## src/rtl/shortcut_fm_streamer_pkg.sv

```systemverilog
// Shared types and width helpers for the shortcut feature-map streamer.
package shortcut_pkg;

    typedef enum logic [1:0] {
        ST_IDLE  = 2'd0,
        ST_RUN   = 2'd1,
        ST_DRAIN = 2'd2
    } state_e;

    function automatic int clog2_min1(input int x);
        return (x > 1) ? $clog2(x) : 1;
    endfunction

    function automatic int cw_of(input int ic);
        return clog2_min1(ic);
    endfunction

    function automatic int rw_of(input int fs);
        return clog2_min1(fs);
    endfunction

    function automatic int aw_of(input int ic, input int fs, input int sp);
        return clog2_min1(ic * fs * fs / sp);
    endfunction

endpackage

```

## src/rtl/shortcut_fm_streamer_fifo.sv

```systemverilog
// Two-entry skid FIFO; head visible the cycle after push, no bypass.
// Backpressure: caller keeps push below capacity; a pop in the same cycle frees a slot.
module stream_skid_fifo #(
    parameter int W = 8
) (
    input  logic         clk,
    input  logic         rst,
    input  logic         push_i,
    input  logic [W-1:0] din_i,
    input  logic         pop_i,
    output logic [1:0]   occ_o,
    output logic         head_vld_o,
    output logic [W-1:0] head_o
);

    logic [W-1:0] mem_q [2];
    logic         wr_ptr_q, rd_ptr_q;
    logic [1:0]   occ_q;
    logic         pop_ok;

    assign pop_ok     = pop_i && (occ_q != 2'd0);
    assign occ_o      = occ_q;
    assign head_vld_o = (occ_q != 2'd0);
    assign head_o     = mem_q[rd_ptr_q];

    always_ff @(posedge clk or posedge rst) begin
        if (rst) begin
            mem_q[0] <= '0;
            mem_q[1] <= '0;
            wr_ptr_q <= 1'b0;
            rd_ptr_q <= 1'b0;
            occ_q    <= 2'd0;
        end else begin
            if (push_i) begin
                mem_q[wr_ptr_q] <= din_i;
                wr_ptr_q        <= ~wr_ptr_q;
            end
            if (pop_ok) begin
                rd_ptr_q <= ~rd_ptr_q;
            end
            occ_q <= occ_q + {1'b0, push_i} - {1'b0, pop_ok};
        end
    end

endmodule

```

## src/rtl/shortcut_fm_streamer.sv

```systemverilog
// Streams a CHW feature buffer from SRAM as tagged SP-pixel beats; start-to-first-beat 2 cycles.
// Reads are issued only while FIFO occupancy plus the in-flight read leaves room, so stalls never drop data.
module shortcut_fm_streamer
    import shortcut_pkg::*;
#(
    parameter  int N                = 16,
    parameter  int IN_CHANNELS      = 24,
    parameter  int FEATURE_SIZE     = 28,
    parameter  int SPATIAL_PARALLEL = 2,
    localparam int SP = SPATIAL_PARALLEL,
    localparam int FS = FEATURE_SIZE,
    localparam int CW = cw_of(IN_CHANNELS),
    localparam int RW = rw_of(FEATURE_SIZE),
    localparam int AW = aw_of(IN_CHANNELS, FEATURE_SIZE, SPATIAL_PARALLEL)
) (
    input  logic               clk,
    input  logic               rst,
    input  logic               start,
    output logic               mem_rd_en,
    output logic [AW-1:0]      mem_rd_addr,
    input  logic [SP*N-1:0]    mem_rd_data,
    input  logic               out_ready,
    output logic [SP*N-1:0]    data_out,
    output logic [SP*CW-1:0]   channel_out,
    output logic [SP-1:0]      valid_out,
    output logic [RW-1:0]      row_idx,
    output logic [RW-1:0]      col_idx,
    output logic               busy,
    output logic               done,
    output logic [AW:0]        beats_sent
);

    typedef struct packed {
        logic [SP*N-1:0] data;
        logic [CW-1:0]   c;
        logic [RW-1:0]   row;
        logic [RW-1:0]   col;
    } beat_t;

    localparam logic [CW-1:0] C_LAST   = CW'(IN_CHANNELS - 1);
    localparam logic [RW-1:0] COL_LAST = RW'(FS - SP);
    localparam logic [RW-1:0] ROW_LAST = RW'(FS - 1);
    localparam logic [RW-1:0] COL_STEP = RW'(SP);

    state_e        state_q, state_d;
    logic [CW-1:0] c_q, c_d, tag_c_q;
    logic [RW-1:0] row_q, row_d, col_q, col_d, tag_row_q, tag_col_q;
    logic          rd_vld_q;
    logic [AW:0]   beats_q;
    logic [1:0]    occ;
    logic [2:0]    credit_sum;
    logic          head_vld, pop, credit_ok, last_rd, fifo_idle, start_ok;
    beat_t         push_beat, head;

    assign pop        = head_vld && out_ready;
    assign start_ok   = (state_q == ST_IDLE) && start;
    assign last_rd    = (c_q == C_LAST) && (col_q == COL_LAST) && (row_q == ROW_LAST);
    assign fifo_idle  = (occ == 2'd0) && !rd_vld_q;
    // Entries already held or on their way, minus the one leaving this cycle.
    assign credit_sum = {1'b0, occ} + {2'b0, rd_vld_q} - {2'b0, pop};
    assign credit_ok  = (credit_sum < 3'd2);

    always_ff @(posedge clk or posedge rst) begin
        if (rst) begin
            state_q <= ST_IDLE;
        end else begin
            state_q <= state_d;
        end
    end

    always_comb begin
        state_d = state_q;
        unique case (state_q)
            ST_IDLE:  if (start) state_d = ST_RUN;
            ST_RUN:   if (mem_rd_en && last_rd) state_d = ST_DRAIN;
            ST_DRAIN: if (fifo_idle) state_d = ST_IDLE;
            default:  state_d = ST_IDLE;
        endcase
    end

    always_comb begin
        mem_rd_en = 1'b0;
        busy      = 1'b0;
        done      = 1'b0;
        unique case (state_q)
            ST_RUN: begin
                busy      = 1'b1;
                mem_rd_en = credit_ok;
            end
            ST_DRAIN: begin
                busy = 1'b1;
                done = fifo_idle;
            end
            default: ;
        endcase
    end

    // Channel innermost, then column group, then row.
    always_comb begin
        c_d   = c_q;
        row_d = row_q;
        col_d = col_q;
        if (start_ok) begin
            c_d   = '0;
            row_d = '0;
            col_d = '0;
        end else if (mem_rd_en) begin
            if (c_q != C_LAST) begin
                c_d = c_q + CW'(1);
            end else begin
                c_d = '0;
                if (col_q != COL_LAST) begin
                    col_d = col_q + COL_STEP;
                end else begin
                    col_d = '0;
                    row_d = (row_q == ROW_LAST) ? '0 : row_q + RW'(1);
                end
            end
        end
    end

    always_ff @(posedge clk or posedge rst) begin
        if (rst) begin
            c_q       <= '0;
            row_q     <= '0;
            col_q     <= '0;
            rd_vld_q  <= 1'b0;
            tag_c_q   <= '0;
            tag_row_q <= '0;
            tag_col_q <= '0;
            beats_q   <= '0;
        end else begin
            c_q      <= c_d;
            row_q    <= row_d;
            col_q    <= col_d;
            rd_vld_q <= mem_rd_en;
            if (mem_rd_en) begin
                tag_c_q   <= c_q;
                tag_row_q <= row_q;
                tag_col_q <= col_q;
            end
            if (start_ok) begin
                beats_q <= '0;
            end else if (pop) begin
                beats_q <= beats_q + (AW+1)'(1);
            end
        end
    end

    assign mem_rd_addr = AW'(int'(c_q) * (FS * FS / SP) + int'(row_q) * (FS / SP) + int'(col_q) / SP);

    assign push_beat = '{data: mem_rd_data, c: tag_c_q, row: tag_row_q, col: tag_col_q};

    stream_skid_fifo #(.W($bits(beat_t))) u_fifo (
        .clk        (clk),
        .rst        (rst),
        .push_i     (rd_vld_q),
        .din_i      (push_beat),
        .pop_i      (pop),
        .occ_o      (occ),
        .head_vld_o (head_vld),
        .head_o     (head)
    );

    assign data_out    = head.data;
    assign channel_out = {SP{head.c}};
    assign valid_out   = {SP{head_vld}};
    assign row_idx     = head.row;
    assign col_idx     = head.col;
    assign beats_sent  = beats_q;

endmodule

```

## config.mk

```make
export PLATFORM = sky130hd
export DESIGN_NAME = shortcut_fm_streamer
export DESIGN_NICKNAME = d
export VERILOG_FILES = /design/src/rtl/shortcut_fm_streamer_pkg.sv /design/src/rtl/shortcut_fm_streamer_fifo.sv /design/src/rtl/shortcut_fm_streamer.sv
export SDC_FILE = /design/constraint.sdc
export NUM_CORES = 1
export LEC_CHECK = 0
export CORE_UTILIZATION = 49
export CTS_CLUSTER_DIAMETER = 60
export DETAILED_ROUTE_END_ITERATION = 8
export PLACE_DENSITY_LB_ADDON = 0.12
export SYNTH_ARGS = -nofsm -noshare
export SYNTH_HDL_FRONTEND = slang
export SYNTH_SLANG_ARGS = --single-unit
```

## constraint.sdc

```tcl
create_clock -name clk -period 5.6 [get_ports clk]
set_input_delay 1.68 -clock clk [delete_from_list [all_inputs] [get_ports clk]]
set_output_delay 1.68 -clock clk [all_outputs]
set_load 0.02 [all_outputs]
```

==> results of run 1 <==
[cell type report]
cell class              instances  area, µm²  share of cell area [%]
well taps                     184        230                    2.39
repair buffers                154       1430                    14.8
flip-flops and latches        142       3560                    36.8
inverters                      25       98.8                    1.02
clock buffers                  19        443                    4.59
multi-input cells             426       3750                    38.9
clock inverters                12        145                    1.50
[power breakdown]
part,total (W),switching (W),internal [W]
Combinational,0.00191,0.000875,0.00103
Clock,0.00112,0.000418,0.000704
Sequential,0.00156,0.000232,0.00133
Total,0.00459,0.00153,0.00307
[logic make-up after synthesis]
group           synth area share [%]
compound gates                  4.77
other cells                   0.0506
buf+inv                         3.41
simple gates                    8.52
flops                           47.9
mux                             21.2
fa+ha+maj                       10.2
xor+xnor                        3.90
[through the flow]
step | total power, W | worst slack (ns) | cell area, µm² | hold slack, ns | instances
6_report | 0.00459 | -0.167 | 9650 | 0.494 | 962
5_1_grt | 0.00484 | -0.325 | 9650 | 0.511 | 962
4_1_cts | 0.00462 | -0.0689 | 9620 | 0.496 | 961
3_5_place_dp | 0.00347 | -0.338 | 8920 | 0.483 | 927
3_3_place_gp | 0.00341 | -0.281 | 8920 | 0.477 | 927
2_1_floorplan | 0.00272 | 0.110 | 7420 | 0.454 | 623
[cell usage after synthesis (13+ instances only)]
| cell | number |
|---|---|
| nand3_1 | 13 |
| clkbuf_1 | 15 |
| nand2_1 | 57 |
| o21ai_0 | 24 |
| xnor2_1 | 19 |
| nor2_1 | 30 |
| ha_1 | 46 |
| a21oi_1 | 23 |
| dfrtp_1 | 142 |
| xor2_1 | 14 |
| mux2_2 | 139 |
| inv_1 | 24 |
[worst max path at each step]
stage | start | to
finish | row_q[2] | mem_rd_addr[11]
global route | row_q[2] | mem_rd_addr[11]
CTS | row_q[2] | mem_rd_addr[11]
detailed placement | out_ready | mem_rd_en
global placement | out_ready | mem_rd_en
floorplan | rst | beats_sent[0]
[worst register-to-register path, cell delays in order, from the launching register on]
cell,delay [ns]
dfrtp_1,0.43
o21ai_1,0.20
inv_2,0.06
ha_1,0.27
inv_1,0.05
ha_1,0.14
inv_1,0.05
fa_1,0.51
buf_4,0.12
and4_1,0.43
nand3_1,0.15
a21oi_1,0.19
mux2_2,0.35
[timing repair]
| item | in CTS | in global routing |
|---|---|---|
| buffers inserted | 3 | 1 |
| endpoints found under the setup margin | 9 | 9 |
| pin swaps | 16 | 5 |
| resized for setup | 44 | 19 |
[per-layer routing]
layer | part of all wire [%] | wire, µm
met1 | 45 | 6920
met2 | 49 | 7530
met3 | 3.6 | 546
met4 | 1.7 | 265
met5 | 0 | 0
[state kept, by name, summed over array words and instances (netlist names), 2 cells and up]
register and cells:
u_fifo.mem_q 92, state_q 2, tag_c_q 5, u_fifo.occ_o 2, col_q 4, row_q 5, tag_row_q 5, beats_sent 15
c_q 5, tag_col_q 4
==> impl_results.md, run 1 <==
* Die height at about 130 µm
* GRT Residual Overflow at 0
* Fmax at 173 MHz
* Avg Synthesized Cell Area at between 10 and 15 µm²
* CP arrival at around 4.1 ns
* Post-Synthesis Cells at 623
* Critical Path Max Stage Delay at 0.48 ns
* Violated checks: DRC, setup timing
* Minimum clock period at 5.77 ns
* Yosys reg bits at between 100 and 150
* Sequential share of the synthesized area at 47.9%
* Reg2reg start: u_fifo.occ_o[1]
* Required @ worst endpoint at 3.92 ns
* CTS root buf: clkbuf_16
* Synth-to-Final Area Change at 30.1%
* Largest net degree at the start of global routing at 77
* EDFF count, synth at 0
* Post-synth ARST share at 100%
* CP Capture Type: primary output
* Core area at 14600 µm²
* GRT Resource Usage Total at 20.8%
* Worst IR drop on VDD at roughly 0.00024 V
* Dominant cell type by area after synthesis: dfrtp_1
* Status: finished, violations left
* CP top delay family: adder cells
* Cts hold-fix bufs at 0
* Gr busiest metal: met2
* DR WL/cell at between 15 and 20 µm
* Clk pin slew, worst setup/hold paths at about 0.06 ns
* RSZ-0062 raised after global routing: true
* Cell Chain, Critical Path: fa_2, buf_4, fa_2, a21oi_2, nor2_1, nor2_1, xnor2_1, ha_1, ha_4, nor3_4, o211ai_1, buf_4, a311o_1, o211ai_1, xor2_1, buf_4
* Max-cap violations at 0
* Fillers at between 1000 and 1500
* Layout cells sized above 1 at 30.7%
* Leakage at roughly 4.5 nW
* Initial DRC Count at 260
* Hold Violations, Final at 0
* Vias in the first global route at ~5400
* Critical path type: reg -> out
* Clk Latency, worst-skew pair at 0.42 ns
* M2 GR Usage at 35.0%
* CTS tree: yes
* Slew headroom at a little under a quarter
* Row Count at 44
* H-tree depth at 4
* Cell Area, Synth at ~7400 µm²
* Hold EP: tag_col_q[1]
* Worst-case clock skew at 0.00873 ns
* Routability cong. at 0.814
* WL final at about 15000 µm
* Clock tree buffer depth at 2
* Power Dens Cells at ~480 nW/µm²
* Instance count on the critical path at 16
* Setup slack, reg-to-reg at between 2 and 3 ns
* CP max FO at 5
* Synth top area cells: dfrtp_1 48%, mux2_2 21%, ha_1 7.8%, nand2_1 2.9%, fa_1 2.4%
* Max Slew Vio Count at 0
* Worst-Margin Slew at 1.15 ns
* IO Pins at approximately 120
* Diodes inserted at 0
* Hold Crit Depth at 2
* Worst R2R Path Depth at 12
* Via Count at approximately 5000
* Most frequent CP cell: buf_4
* Die ar. at 15600 µm²
* Commonest non-fill, non-tap cell in the layout: dfrtp_1
* Met1 Track Usage GR at 26.2%
* Yosys cell types at 47
* # DRC at 22
* Ys flop type: dfrtp_1
* HP Class: reg -> reg
* Die W at between 100 and 150 µm
* Mapped Nets at between 700 and 800
* Total clock buffers created by CTS at 17
* CP max-delay cell: fa_2
* Initial Util at roughly half
* Drt first pass iters at 6
* Antenna violations before repair at 0
* CTS Sinks at about 140
* Global-route wire length before repair at about 26000 µm
* Met3 Track Usage GR at 4.54%
* Startpoint Class: register
* Buffers & Inverters on Critical Path at 3
* Yosys warnings at 0
* Antenna Nets Post-Route at 0
* Post-DP HPWL at 10200 µm
* Fin crit share at 103%
* Input/output buffers at between 100 and 150
* Aggregate negative setup slack at -0.167 ns
* FF-to-FF End: state_q[0]
* Share of the synthesized area in the top cell type at between 40% and 50%
* DR vias/cell at about 5.2
* Final nets at ~860
* # setup viols final at 1
* Final WS setup at -0.167 ns
* Hold Path Origin: tag_col_q[1]
* Commonest non-fill, non-tap cells in the layout: 140 x dfrtp_1, 139 x mux2_2, 111 x clkdlybuf4s50_1
* Final core utilization at between 60% and 70%
No activity file was read; power rests on OpenSTA's default activity.
==> run 2: changes to the inputs <==
Settings changed: TNS_END_PERCENT set to 100.
==> results of run 2 <==
Final layout, timing and power as in run 1 (identical DEF).
==> RTL edit (flow settings as in run 1) <==
Change the parameter `SPATIAL_PARALLEL` from 2 to 1.
--- a/src/rtl/shortcut_fm_streamer.sv
+++ b/src/rtl/shortcut_fm_streamer.sv
@@ -7,5 +7,5 @@
     parameter  int IN_CHANNELS      = 24,
     parameter  int FEATURE_SIZE     = 28,
-    parameter  int SPATIAL_PARALLEL = 2,
+    parameter  int SPATIAL_PARALLEL = 1,
     localparam int SP = SPATIAL_PARALLEL,
     localparam int FS = FEATURE_SIZE,
Ports: changed (6 resized); port bits go from 122 to 86. No check against the original RTL was run, so the function may have changed too.
==> RTL edit against run 1 <==
  * Sequential cell count fell by 27
  * Largest cell class unchanged
  * Register-to-register slack improved by 0.06 ns
  * Hold slack got worse by 0.0041 ns
  * Maximum frequency rose by 4.6%
  * Sequential share of layout area fell by 1.6 points
  * Cell count fell by 13%
  * Design area fell by 15%
  * Die area fell by 16%
  * Routed wire length fell by 18%
  * Critical path type is now in2out
  * Count of clock-buffer cells in the layout rose by 3
  * Power rose by 0.21%
  * Setup slack improved by 0.25 ns
  * Synthesized area fell by 16%
==> RTL edit: results (changes against run 1) <==
* Sequential share of the synthesized area at 0.4616 (-0.01759)
* Synth async-reset ratio at 1.000 (unchanged)
* Initial DRC count at 155 (-40%)
* Met2 Use GR at 0.3325 (-0.01779)
* CP max stage cell: fa_1
* FF-to-FF setup slack at 2.60 ns (+0.06 ns)
* Largest register FFs at 62 (-33%)
* Least-Margin Pin Slew at 0.9924 ns (-0.1595 ns)
* Global routing met1 resource utilization at 0.2595 (-0.002868)
* Maxcap violations at 0 (unchanged)
* Initial antenna violation count at 0 (unchanged)
* Depth of the most critical reg-to-reg path at 12 (unchanged)
* # port buffers at 85 (-29%)
* Cells after DPL at 808 (-13%)
* Synth Flop Type: dfrtp_1
* First-pass GRT wire length at 20560 µm (-21%)
* Worst VDD drop at 0.0003446 V (+45%)
* Largest net degree at the start of global routing at 46 (-40%)
* RR Startpoint: u_fifo.occ_o[1]
* Crit path launch type: input port
* Detailed-route wire length per cell at 14.85 µm (-6.4%)
* Setup WS post-layout at 0.08701 ns (+0.2545 ns)
* Share of layout cells above drive strength 1 at 0.2793 (-0.02785)
* Crit path capture: mem_rd_en
* Vias in the first global route at 4383 (-19%)
* Synth top cells by count: dfrtp_1 (115), mux2_2 (94), nand2_1 (63)
* Post-Place Worst Slack at -0.4439 ns (-0.1055 ns)
* YS warnings at 0 (unchanged)
* Synth area leaders: dfrtp_1 (46%), mux2_2 (17%), ha_1 (9.0%)
* H-tree depth at 4 (unchanged)
* DRT Pass-1 Iters at 4 (-2)
* Nets at 734 (-14%)
* Arr. time, crit path at 3.83 ns (-0.26 ns)
* Crit Path Max Fanout at 2 (-3)
* Syn nets at 623 (-13%)
* Outcome: finished, final reports clean
* DRT Wirelength at 12490 µm (-18%)
* Vias/cell at 5.191 (-1.0%)
* CP peak stage delay at 0.50 ns (+0.02 ns)
* Area after DPL at 7410 µm² (-17%)
* Yosys cell types at 46 (-2.1%)
* Setup crit start: out_ready
* Tot GR Track Use at 0.2016 (-0.006243)
* Pleak at 3.883 nW (-13%)
* Antenna cells at 0 (unchanged)
* Detailed placer's ending HPWL at 8436 µm (-17%)
* Clock latency at the later pin of the worst-skew pair at 0.41 ns
* Fillers at 992 (-13%)
* Avg Cell Area, Syn at 11.36 µm² (-4.6%)
* Met3 Usage GRT at 0.05271 (+0.007358)
* Max Clock Skew at 0.007336 ns (-0.001397 ns)
* Hold Path Class: reg2reg
* CP delay by family, top: adder cells
* Global placement routability congestion at 0.7804 (-4.1%)
==> RTL edit: changes by cell type after synthesis, sizes merged, moves of 5 or more <==
cell | run 1 | this run
mux2 | 139 | 94
nand3 | 14 | 9
dfrtp | 142 | 115
clkbuf | 15 | 9
xor2 | 14 | 19
nand2 | 57 | 63
a21oi | 23 | 17
o21ai | 25 | 19
==> RTL edit: cell type report <==
class,instances,share of cell area
Clock inverter,10,0.02479
Sequential cell,115,0.3522
Timing Repair Buffer,114,0.1286
Clock buffer,22,0.05678
Multi-Input combinational cell,383,0.3981
Tap cell,168,0.02571
Inverter,29,0.01393
==> RTL edit: worst register-to-register path, cell delays in order (launching register included) <==
cell and delay [ns]:
dfrtp_1 0.42, o21a_1 0.20, ha_1 0.27, inv_1 0.06, ha_1 0.13, inv_1 0.05, fa_1 0.50, nand2_1 0.08
buf_4 0.16, nor4_4 0.36, nand2_1 0.12, a21oi_1 0.18, mux2_2 0.35
==> RTL edit: how the worst min path moves through the flow <==
| stage | cells after the start | slack (ns) | end | from |
|---|---|---|---|---|
| floorplan | 1 | 0.45 | u_fifo.wr_ptr_q | u_fifo.wr_ptr_q |
| global placement | 1 | 0.47 | u_fifo.wr_ptr_q | u_fifo.wr_ptr_q |
| detailed placement | 1 | 0.47 | u_fifo.wr_ptr_q | u_fifo.wr_ptr_q |
| CTS | 1 | 0.48 | u_fifo.wr_ptr_q | u_fifo.wr_ptr_q |
| global route | 1 | 0.51 | u_fifo.wr_ptr_q | u_fifo.wr_ptr_q |
| finish | 1 | 0.49 | u_fifo.wr_ptr_q | u_fifo.wr_ptr_q |
==> RTL edit: through the flow <==
| stage | hold WS (ns) | util |
|---|---|---|
| after global placement | 0.4711 | 0.6068 |
| after global routing | 0.5100 | 0.6695 |
| after floorplan | 0.4543 | - |
| after detailed placement | 0.4735 | 0.6068 |
| final | 0.4898 | 0.6695 |
| after CTS | 0.4838 | 0.6621 |
==> RTL edit: cells by family after synthesis <==
| kind of cell | count (synthesis) | synth area share |
|---|---|---|
| xor gates and xnor gates | 35 | 0.04917 |
| DFF | 115 | 0.4616 |
| and+or+nand+nor | 139 | 0.1056 |
| AOI/OAI and AO/OA | 59 | 0.05820 |
| adders and majority gates | 54 | 0.1192 |
| muxes | 96 | 0.1730 |
| buffers and inverters | 51 | 0.03331 |
==> RTL edit: timing repair <==
action                     4_1_cts  5_1_grt
resized for setup               37       30
setup endpoints to repair        9        8
pin swaps                        1       13
hold endpoints to repair         0        0
buffers inserted                 0        1
==> RTL edit: layer usage <==
layer  up-vias  wire length [µm]
met5         -                 0
met4         0               192
met3        20               511
met2        83              6108
met1      2154              5675
li1       2109                 -
==> RTL edit: power by group <==
group	internal, mW	switching, mW
Sequential	1.10	0.173
Combinational	1.07	1.05
Clock	0.854	0.355
